$ cat config.mk
export PLATFORM = sky130hd
export DESIGN_NAME = hubris_hazard_unit
export DESIGN_NICKNAME = d
export VERILOG_FILES = /design/src/rtl/hubris_pkg.sv /design/src/rtl/hubris_stage_tracker.sv /design/src/rtl/hubris_hazard_unit.sv
export SDC_FILE = /design/constraint.sdc
export NUM_CORES = 1
export LEC_CHECK = 0
export CORE_ASPECT_RATIO = 0.7
export CORE_UTILIZATION = 59
export CTS_BUF_LIST = sky130_fd_sc_hd__clkbuf_2
export DETAILED_ROUTE_END_ITERATION = 10
export PLACE_DENSITY_LB_ADDON = 0.12
export RECOVER_POWER = 100
export SYNTH_ARGS = -nofsm -noshare
export SYNTH_HDL_FRONTEND = slang
export SYNTH_SLANG_ARGS = --single-unit
$ cat constraint.sdc
create_clock -name clk -period 7.6 [get_ports clk]
set_clock_uncertainty 0.05 [all_clocks]
set_input_delay 2.28 -clock clk [delete_from_list [all_inputs] [get_ports clk]]
set_output_delay 2.28 -clock clk [all_outputs]
set_load 0.05 [all_outputs]
$ cat src/rtl/hubris_pkg.sv
// Shared types for the Hubris pipeline control block: forwarding selects,
// halt FSM states and the in-flight instruction tracker entries.
package hubris_pkg;

    localparam logic [1:0] FWD_SRC_IDEX  = 2'b00;
    localparam logic [1:0] FWD_SRC_EXMEM = 2'b01;
    localparam logic [1:0] FWD_SRC_WB    = 2'b10;

    // Register indices are carried at a fixed maximum width and zero-extended.
    localparam int unsigned MAX_REG_ADDR_W = 8;
    typedef logic [MAX_REG_ADDR_W-1:0] reg_idx_t;

    typedef enum logic [1:0] {
        HALT_RUN,
        HALT_DRAIN,
        HALT_HALTED
    } halt_state_e;

    typedef struct packed {
        logic     valid;
        reg_idx_t rd;
        logic     we;
    } producer_t;

    typedef struct packed {
        producer_t dst;
        logic      load;
        logic      halt;
    } stage_entry_t;

    function automatic logic src_match(input producer_t p, input reg_idx_t src, input logic used);
        return p.valid && p.we && (p.rd == src) && (src != '0) && used;
    endfunction

endpackage

$ cat src/rtl/hubris_stage_tracker.sv
// Three-stage shift register of in-flight destinations (EX, MEM, WB) plus the
// source comparators for both the ID instruction and the EX instruction.
module hubris_stage_tracker
    import hubris_pkg::*;
#(
    parameter int unsigned REG_ADDR_W = 5
) (
    input  logic                  clk,
    input  logic                  reset,
    input  logic                  ex_load,
    input  logic [REG_ADDR_W-1:0] id_rs1,
    input  logic [REG_ADDR_W-1:0] id_rs2,
    input  logic                  id_rs1_used,
    input  logic                  id_rs2_used,
    input  logic [REG_ADDR_W-1:0] id_rd,
    input  logic                  id_rd_we,
    input  logic                  id_is_load,
    input  logic                  id_is_halt,
    output logic [2:0]            id_rs1_hit,
    output logic [2:0]            id_rs2_hit,
    output logic [1:0]            ex_rs1_hit,
    output logic [1:0]            ex_rs2_hit,
    output logic                  ex_load_valid,
    output logic                  ex_halt_valid
);

    stage_entry_t ex_q;
    producer_t    mem_q;
    producer_t    wb_q;
    reg_idx_t     ex_rs1_q;
    reg_idx_t     ex_rs2_q;
    logic         ex_rs1_used_q;
    logic         ex_rs2_used_q;

    reg_idx_t     id_rs1_x;
    reg_idx_t     id_rs2_x;
    stage_entry_t id_entry;

    assign id_rs1_x = reg_idx_t'(id_rs1);
    assign id_rs2_x = reg_idx_t'(id_rs2);
    assign id_entry = '{dst: '{valid: 1'b1, rd: reg_idx_t'(id_rd), we: id_rd_we},
                        load: id_is_load, halt: id_is_halt};

    // NOTE: non-blocking assignments make every stage shift from its pre-edge value.
    always_ff @(posedge clk) begin
        if (reset) begin
            ex_q          <= '0;
            mem_q         <= '0;
            wb_q          <= '0;
            ex_rs1_q      <= '0;
            ex_rs2_q      <= '0;
            ex_rs1_used_q <= 1'b0;
            ex_rs2_used_q <= 1'b0;
        end else begin
            wb_q  <= mem_q;
            mem_q <= ex_q.dst;
            if (ex_load) begin
                ex_q          <= id_entry;
                ex_rs1_q      <= id_rs1_x;
                ex_rs2_q      <= id_rs2_x;
                ex_rs1_used_q <= id_rs1_used;
                ex_rs2_used_q <= id_rs2_used;
            end else begin
                ex_q          <= '0;
                ex_rs1_used_q <= 1'b0;
                ex_rs2_used_q <= 1'b0;
            end
        end
    end

    // Bit 0 = EX, 1 = MEM, 2 = WB producer for the ID sources.
    assign id_rs1_hit = {src_match(wb_q, id_rs1_x, id_rs1_used),
                         src_match(mem_q, id_rs1_x, id_rs1_used),
                         src_match(ex_q.dst, id_rs1_x, id_rs1_used)};
    assign id_rs2_hit = {src_match(wb_q, id_rs2_x, id_rs2_used),
                         src_match(mem_q, id_rs2_x, id_rs2_used),
                         src_match(ex_q.dst, id_rs2_x, id_rs2_used)};

    // Bit 0 = MEM, 1 = WB producer for the EX sources.
    assign ex_rs1_hit = {src_match(wb_q, ex_rs1_q, ex_rs1_used_q),
                         src_match(mem_q, ex_rs1_q, ex_rs1_used_q)};
    assign ex_rs2_hit = {src_match(wb_q, ex_rs2_q, ex_rs2_used_q),
                         src_match(mem_q, ex_rs2_q, ex_rs2_used_q)};

    assign ex_load_valid = ex_q.dst.valid && ex_q.load;
    assign ex_halt_valid = ex_q.dst.valid && ex_q.halt;

endmodule

$ cat src/rtl/hubris_hazard_unit.sv
// Hubris 5-stage pipeline control: forwarding selects, WB bypass, load-use or
// full interlock stalls, branch flush and the drain-then-halt sequence.
module hubris_hazard_unit
    import hubris_pkg::*;
#(
    parameter int unsigned REG_ADDR_W       = 5,
    parameter bit          FWD_EN           = 1'b1,
    parameter int unsigned LOAD_USE_BUBBLES = 1,
    parameter int unsigned DRAIN_CYCLES     = 3
) (
    input  logic                  clk,
    input  logic                  reset,
    input  logic                  id_valid,
    input  logic [REG_ADDR_W-1:0] id_rs1,
    input  logic [REG_ADDR_W-1:0] id_rs2,
    input  logic                  id_rs1_used,
    input  logic                  id_rs2_used,
    input  logic [REG_ADDR_W-1:0] id_rd,
    input  logic                  id_rd_we,
    input  logic                  id_is_load,
    input  logic                  id_is_halt,
    input  logic                  ex_branch_taken,
    output logic                  stall_if,
    output logic                  bubble_ex,
    output logic                  flush_id,
    output logic [1:0]            ex_fwd_rs1,
    output logic [1:0]            ex_fwd_rs2,
    output logic                  id_wb_byp_rs1,
    output logic                  id_wb_byp_rs2,
    output logic                  halt
);

    localparam int unsigned       DCNT_W     = (DRAIN_CYCLES < 2) ? 1 : $clog2(DRAIN_CYCLES);
    localparam logic [DCNT_W-1:0] DRAIN_LOAD = DCNT_W'(DRAIN_CYCLES - 1);
    localparam logic [1:0]        LU_LOAD    = 2'(LOAD_USE_BUBBLES - 1);

    logic [2:0]        rs1_hit;
    logic [2:0]        rs2_hit;
    logic [1:0]        ex1_hit;
    logic [1:0]        ex2_hit;
    logic              ex_load_valid;
    logic              ex_halt_valid;
    logic              ex_load;
    logic              load_use;
    logic              interlock;
    logic              stall_req;
    logic [1:0]        lu_cnt_q;
    logic [DCNT_W-1:0] drain_cnt_q;
    halt_state_e       state_q;

    hubris_stage_tracker #(.REG_ADDR_W(REG_ADDR_W)) u_tracker (
        .clk           (clk),
        .reset         (reset),
        .ex_load       (ex_load),
        .id_rs1        (id_rs1),
        .id_rs2        (id_rs2),
        .id_rs1_used   (id_rs1_used),
        .id_rs2_used   (id_rs2_used),
        .id_rd         (id_rd),
        .id_rd_we      (id_rd_we),
        .id_is_load    (id_is_load),
        .id_is_halt    (id_is_halt),
        .id_rs1_hit    (rs1_hit),
        .id_rs2_hit    (rs2_hit),
        .ex_rs1_hit    (ex1_hit),
        .ex_rs2_hit    (ex2_hit),
        .ex_load_valid (ex_load_valid),
        .ex_halt_valid (ex_halt_valid)
    );

    assign load_use  = FWD_EN && id_valid && ex_load_valid && (rs1_hit[0] || rs2_hit[0]);
    assign interlock = !FWD_EN && id_valid && ((|rs1_hit) || (|rs2_hit));
    assign stall_req = load_use || interlock || (lu_cnt_q != 2'd0);

    // A flushed or bubbled ID slot never enters EX, so a discarded halt is lost here.
    assign ex_load = id_valid && !bubble_ex && !flush_id;

    // NOTE: every output gets a default first so no path leaves it unassigned (no latch).
    always_comb begin
        stall_if  = 1'b0;
        bubble_ex = 1'b0;
        flush_id  = 1'b0;
        if (state_q != HALT_RUN) begin
            stall_if  = 1'b1;
            bubble_ex = 1'b1;
        end else if (ex_branch_taken) begin
            flush_id  = 1'b1;
            bubble_ex = 1'b1;
        end else if (stall_req) begin
            stall_if  = 1'b1;
            bubble_ex = 1'b1;
        end
    end

    always_comb begin
        ex_fwd_rs1 = FWD_SRC_IDEX;
        ex_fwd_rs2 = FWD_SRC_IDEX;
        if (FWD_EN) begin
            if (ex1_hit[0])      ex_fwd_rs1 = FWD_SRC_EXMEM;
            else if (ex1_hit[1]) ex_fwd_rs1 = FWD_SRC_WB;
            if (ex2_hit[0])      ex_fwd_rs2 = FWD_SRC_EXMEM;
            else if (ex2_hit[1]) ex_fwd_rs2 = FWD_SRC_WB;
        end
    end

    assign id_wb_byp_rs1 = FWD_EN && rs1_hit[2];
    assign id_wb_byp_rs2 = FWD_EN && rs2_hit[2];
    assign halt          = (state_q == HALT_HALTED);

    always_ff @(posedge clk) begin
        if (reset) begin
            state_q     <= HALT_RUN;
            drain_cnt_q <= '0;
            lu_cnt_q    <= 2'd0;
        end else begin
            // The detection cycle is the first bubble; the counter covers the rest.
            if (ex_branch_taken)        lu_cnt_q <= 2'd0;
            else if (lu_cnt_q != 2'd0)  lu_cnt_q <= lu_cnt_q - 2'd1;
            else if (load_use)          lu_cnt_q <= LU_LOAD;

            unique case (state_q)
                HALT_RUN: begin
                    if (ex_halt_valid && !ex_branch_taken) begin
                        if (DRAIN_CYCLES <= 1) begin
                            state_q <= HALT_HALTED;
                        end else begin
                            state_q     <= HALT_DRAIN;
                            drain_cnt_q <= DRAIN_LOAD;
                        end
                    end
                end
                HALT_DRAIN: begin
                    if (drain_cnt_q <= DCNT_W'(1)) state_q     <= HALT_HALTED;
                    else                           drain_cnt_q <= drain_cnt_q - DCNT_W'(1);
                end
                HALT_HALTED: state_q <= HALT_HALTED;
                default:     state_q <= HALT_RUN;
            endcase
        end
    end

endmodule
==> qor.txt <==
Status -> completed
First-pass GRT wire length -> 7.35 mm
Synth Area in Simple Gates -> 0.268
Ports -> 34
Average size of a mapped cell -> 9.65 um2
Die area -> 3710 um2
Dpl hpwl -> 3.39 mm
Met1 Resource Use GR -> 0.349
P_leak -> 0.914 nW
Port Buf Inserts -> 33
Post-synthesis sequential area ratio -> 0.401
Clk root buf -> clkbuf_2
RSZ-0062 raised after global routing -> no
Grt met2 use -> 0.441
Hold-fix buffers, CTS -> 0
Slew Viols, Final -> 0
Worst vdd ir -> 0.000140 V
Reg clk slew, reported paths -> 0.19 ns
Netlist Area Pre-Place -> 2050 um2
# setup viols final -> 0
Hold Path Depth -> 1
Largest net degree at the start of global routing -> 40
Clock latency on the worst-skew pair -> 0.39 ns
Cell Pwr Density -> 205 nW/um2
Initial antenna violation count -> 0
Syn-to-layout area delta -> 19.4%
Post-synthesis cell type count -> 31
Nets -> 271
Total congestion overflow -> 0
Die width -> 72.4 um
Core ar. -> 3230 um2
Xor/xnor share of the synthesized area -> 0.171
Grt met3 use -> 0.0572
Largest family of logic cells by synthesized area -> simple AND/OR/NAND/NOR gates
Critical path depth -> 6
CTS Buf Count -> 5
Required time worst endpoint -> 5.27 ns
Crit share post-route -> 0.942
Compound-Gate Fraction of Synth Area -> 0.0544
GRT busiest layer -> met2
Die Ht -> 51.3 um
H-tree levels -> 2
CP Capture Type -> primary output
Syn Inst Count -> 212
Routed len/inst -> 15.0 um
Setup bufs post-CTS -> 0
Synth Area in Adders -> 0.0245
Crit-path slowest cell -> dlygate4sd3_1
Clock sinks -> 41
Antenna diodes -> 0
DP Area -> 2380 um2
1st-iter DRT viols -> 100
Worst-margin pin slew -> 1.15 ns
Drt total wl -> 4.38 mm
Initial Util -> 0.633
Worst path max stage delay -> 0.88 ns
Avg Vias per Cell -> 5.43
Fmax -> 140 MHz
Mux cell area share after synthesis -> 0.0489
Site Rows -> 17
GPL Wtd Cong -> 0.890
First-pass DRT Iterations -> 4
All-Layer GR Usage -> 0.268
Vias in the first global route -> 1559
Routed Antenna Nets -> 0
WP buf/inv -> 2
Min Tclk post-route -> 7.16 ns
CP delay by family, top -> buffers and inverters
Hold Vio Cnt, Final -> 0
Yosys warning count -> 0
Crit-path max FO -> 4
Slew headroom -> 0.233
Max-Cap Viols -> 0
Fin util -> 0.755
Worst r2r path cells -> 5
CTS tree -> yes
Critical path type -> in2out
CP Data Arrival Time -> 4.83 ns
Fin Setup TNS -> 0 ns
DRC -> 0
Buffer levels on the longest clock path -> 2
Share of layout cells above drive strength 1 -> 0.0328
Critical path launch point type -> primary input
Post_cts resized -> 0
Via count -> 1581
FF+latch count, synth -> 41
Crit path cell chain -> dlygate4sd3_1 > or4_1 > o21ai_0 > or4_1 > a31oi_1 > dlygate4sd3_1
Tightest Hold Check Type -> reg2reg
Design Area, Final -> 2440 um2
Mapped Nets -> 240
==> power breakdown <==
part / internal (W) / total (W) / leakage (nW) / switching [W]
Clock: 0.0000561 / 0.000126 / 0.0406 / 0.0000698
Combinational: 0.0000602 / 0.000130 / 0.540 / 0.0000696
Sequential: 0.000230 / 0.000245 / 0.333 / 0.0000151
==> placed cells by master (no fill, tap or decap), types with 6 or more instances in the layout <==
cell             count
and2_1              11
clkbuf_2             6
clkdlybuf4s50_1     21
dfxtp_1             41
dlygate4sd3_1       12
mux2i_1             10
nand2b_1            19
nand4_1              7
nor2b_1             18
or4_1                7
xnor2_1             26
xor2_1              14
==> synth_stat cells <==
master,count,area share
a21oi_1,4,0.0098
a31oi_1,2,0.0061
a41oi_4,1,0.013
and2_1,13,0.040
and3_1,1,0.0031
and4_1,1,0.0043
and4_4,1,0.0055
buf_12,1,0.0098
buf_4,1,0.0037
clkbuf_1,7,0.013
dfxtp_1,41,0.40
ha_1,4,0.024
inv_1,3,0.0055
mux2i_1,10,0.049
nand2_1,5,0.0092
nand2b_1,19,0.058
nand3b_1,1,0.0037
nand4_1,7,0.021
nand4b_1,1,0.0043
nor2_1,5,0.0092
nor2b_1,18,0.055
nor3_1,4,0.0098
nor4_1,5,0.015
o21a_1,2,0.0073
o21ai_0,1,0.0024
o21ai_1,5,0.012
o22ai_1,1,0.0031
or2b_1,1,0.0037
or4_1,7,0.026
xnor2_1,26,0.11
xor2_1,14,0.060
==> cell type report <==
cell class | instances | area (um2)
Multi-Input combinational cell | 159 | 1160
Sequential cell | 41 | 821
Fill cell | 235 | 791
Timing Repair Buffer | 33 | 330
Tap cell | 47 | 58.8
Clock inverter | 2 | 33.8
Clock buffer | 6 | 30.0
Inverter | 3 | 11.3
==> metal layers <==
| layer | share of wire | vias to the layer above |
|---|---|---|
| met5 | 0 | - |
| met4 | 0.011 | 0 |
| met3 | 0.056 | 7 |
| met2 | 0.47 | 51 |
| met1 | 0.47 | 740 |
| li1 | - | 783 |
==> through the flow <==
stage | setup WS, ns | power, W | hold slack (ns) | std cells
after floorplan | 1.25 | 0.000342 | 0.354 | 212
after global placement | 0.665 | 0.000373 | 0.368 | 283
after detailed placement | 0.596 | 0.000381 | 0.376 | 283
after CTS | 0.595 | 0.000505 | 0.405 | 291
after global routing | 0.331 | 0.000525 | 0.424 | 291
final | 0.443 | 0.000500 | 0.405 | 291
==> worst paths after layout <==
| check | from | to | slack, ns |
|---|---|---|---|
| setup / recovery | id_rs2[1] | stall_if | 0.44 |
| hold / removal | lu_cnt_q[0] | lu_cnt_q[0] | 0.41 |
| setup reg to reg | u_tracker.ex_q[11] | u_tracker.ex_rs2_q[1] | 5.53 |
| hold reg to reg | lu_cnt_q[0] | lu_cnt_q[0] | 0.41 |
==> state kept, by name (all words and copies together) (netlist names) <==
| signal | cells |
|---|---|
| u_tracker.ex_q | 9 |
| u_tracker.mem_q | 7 |
| u_tracker.wb_q | 7 |
| u_tracker.ex_rs1_q | 5 |
| u_tracker.ex_rs2_q | 5 |
| drain_cnt_q | 2 |
| lu_cnt_q | 2 |
| state_q | 2 |
| u_tracker.ex_rs1_used_q | 1 |
| u_tracker.ex_rs2_used_q | 1 |
==> cell families after synthesis <==
group           count (synthesis)
buf+inv                        12
compound gates                 16
xor+xnor                       40
flops                          41
mux                            10
fa+ha+maj                       4
simple gates                   89
(Power assumes the default switching activity.)
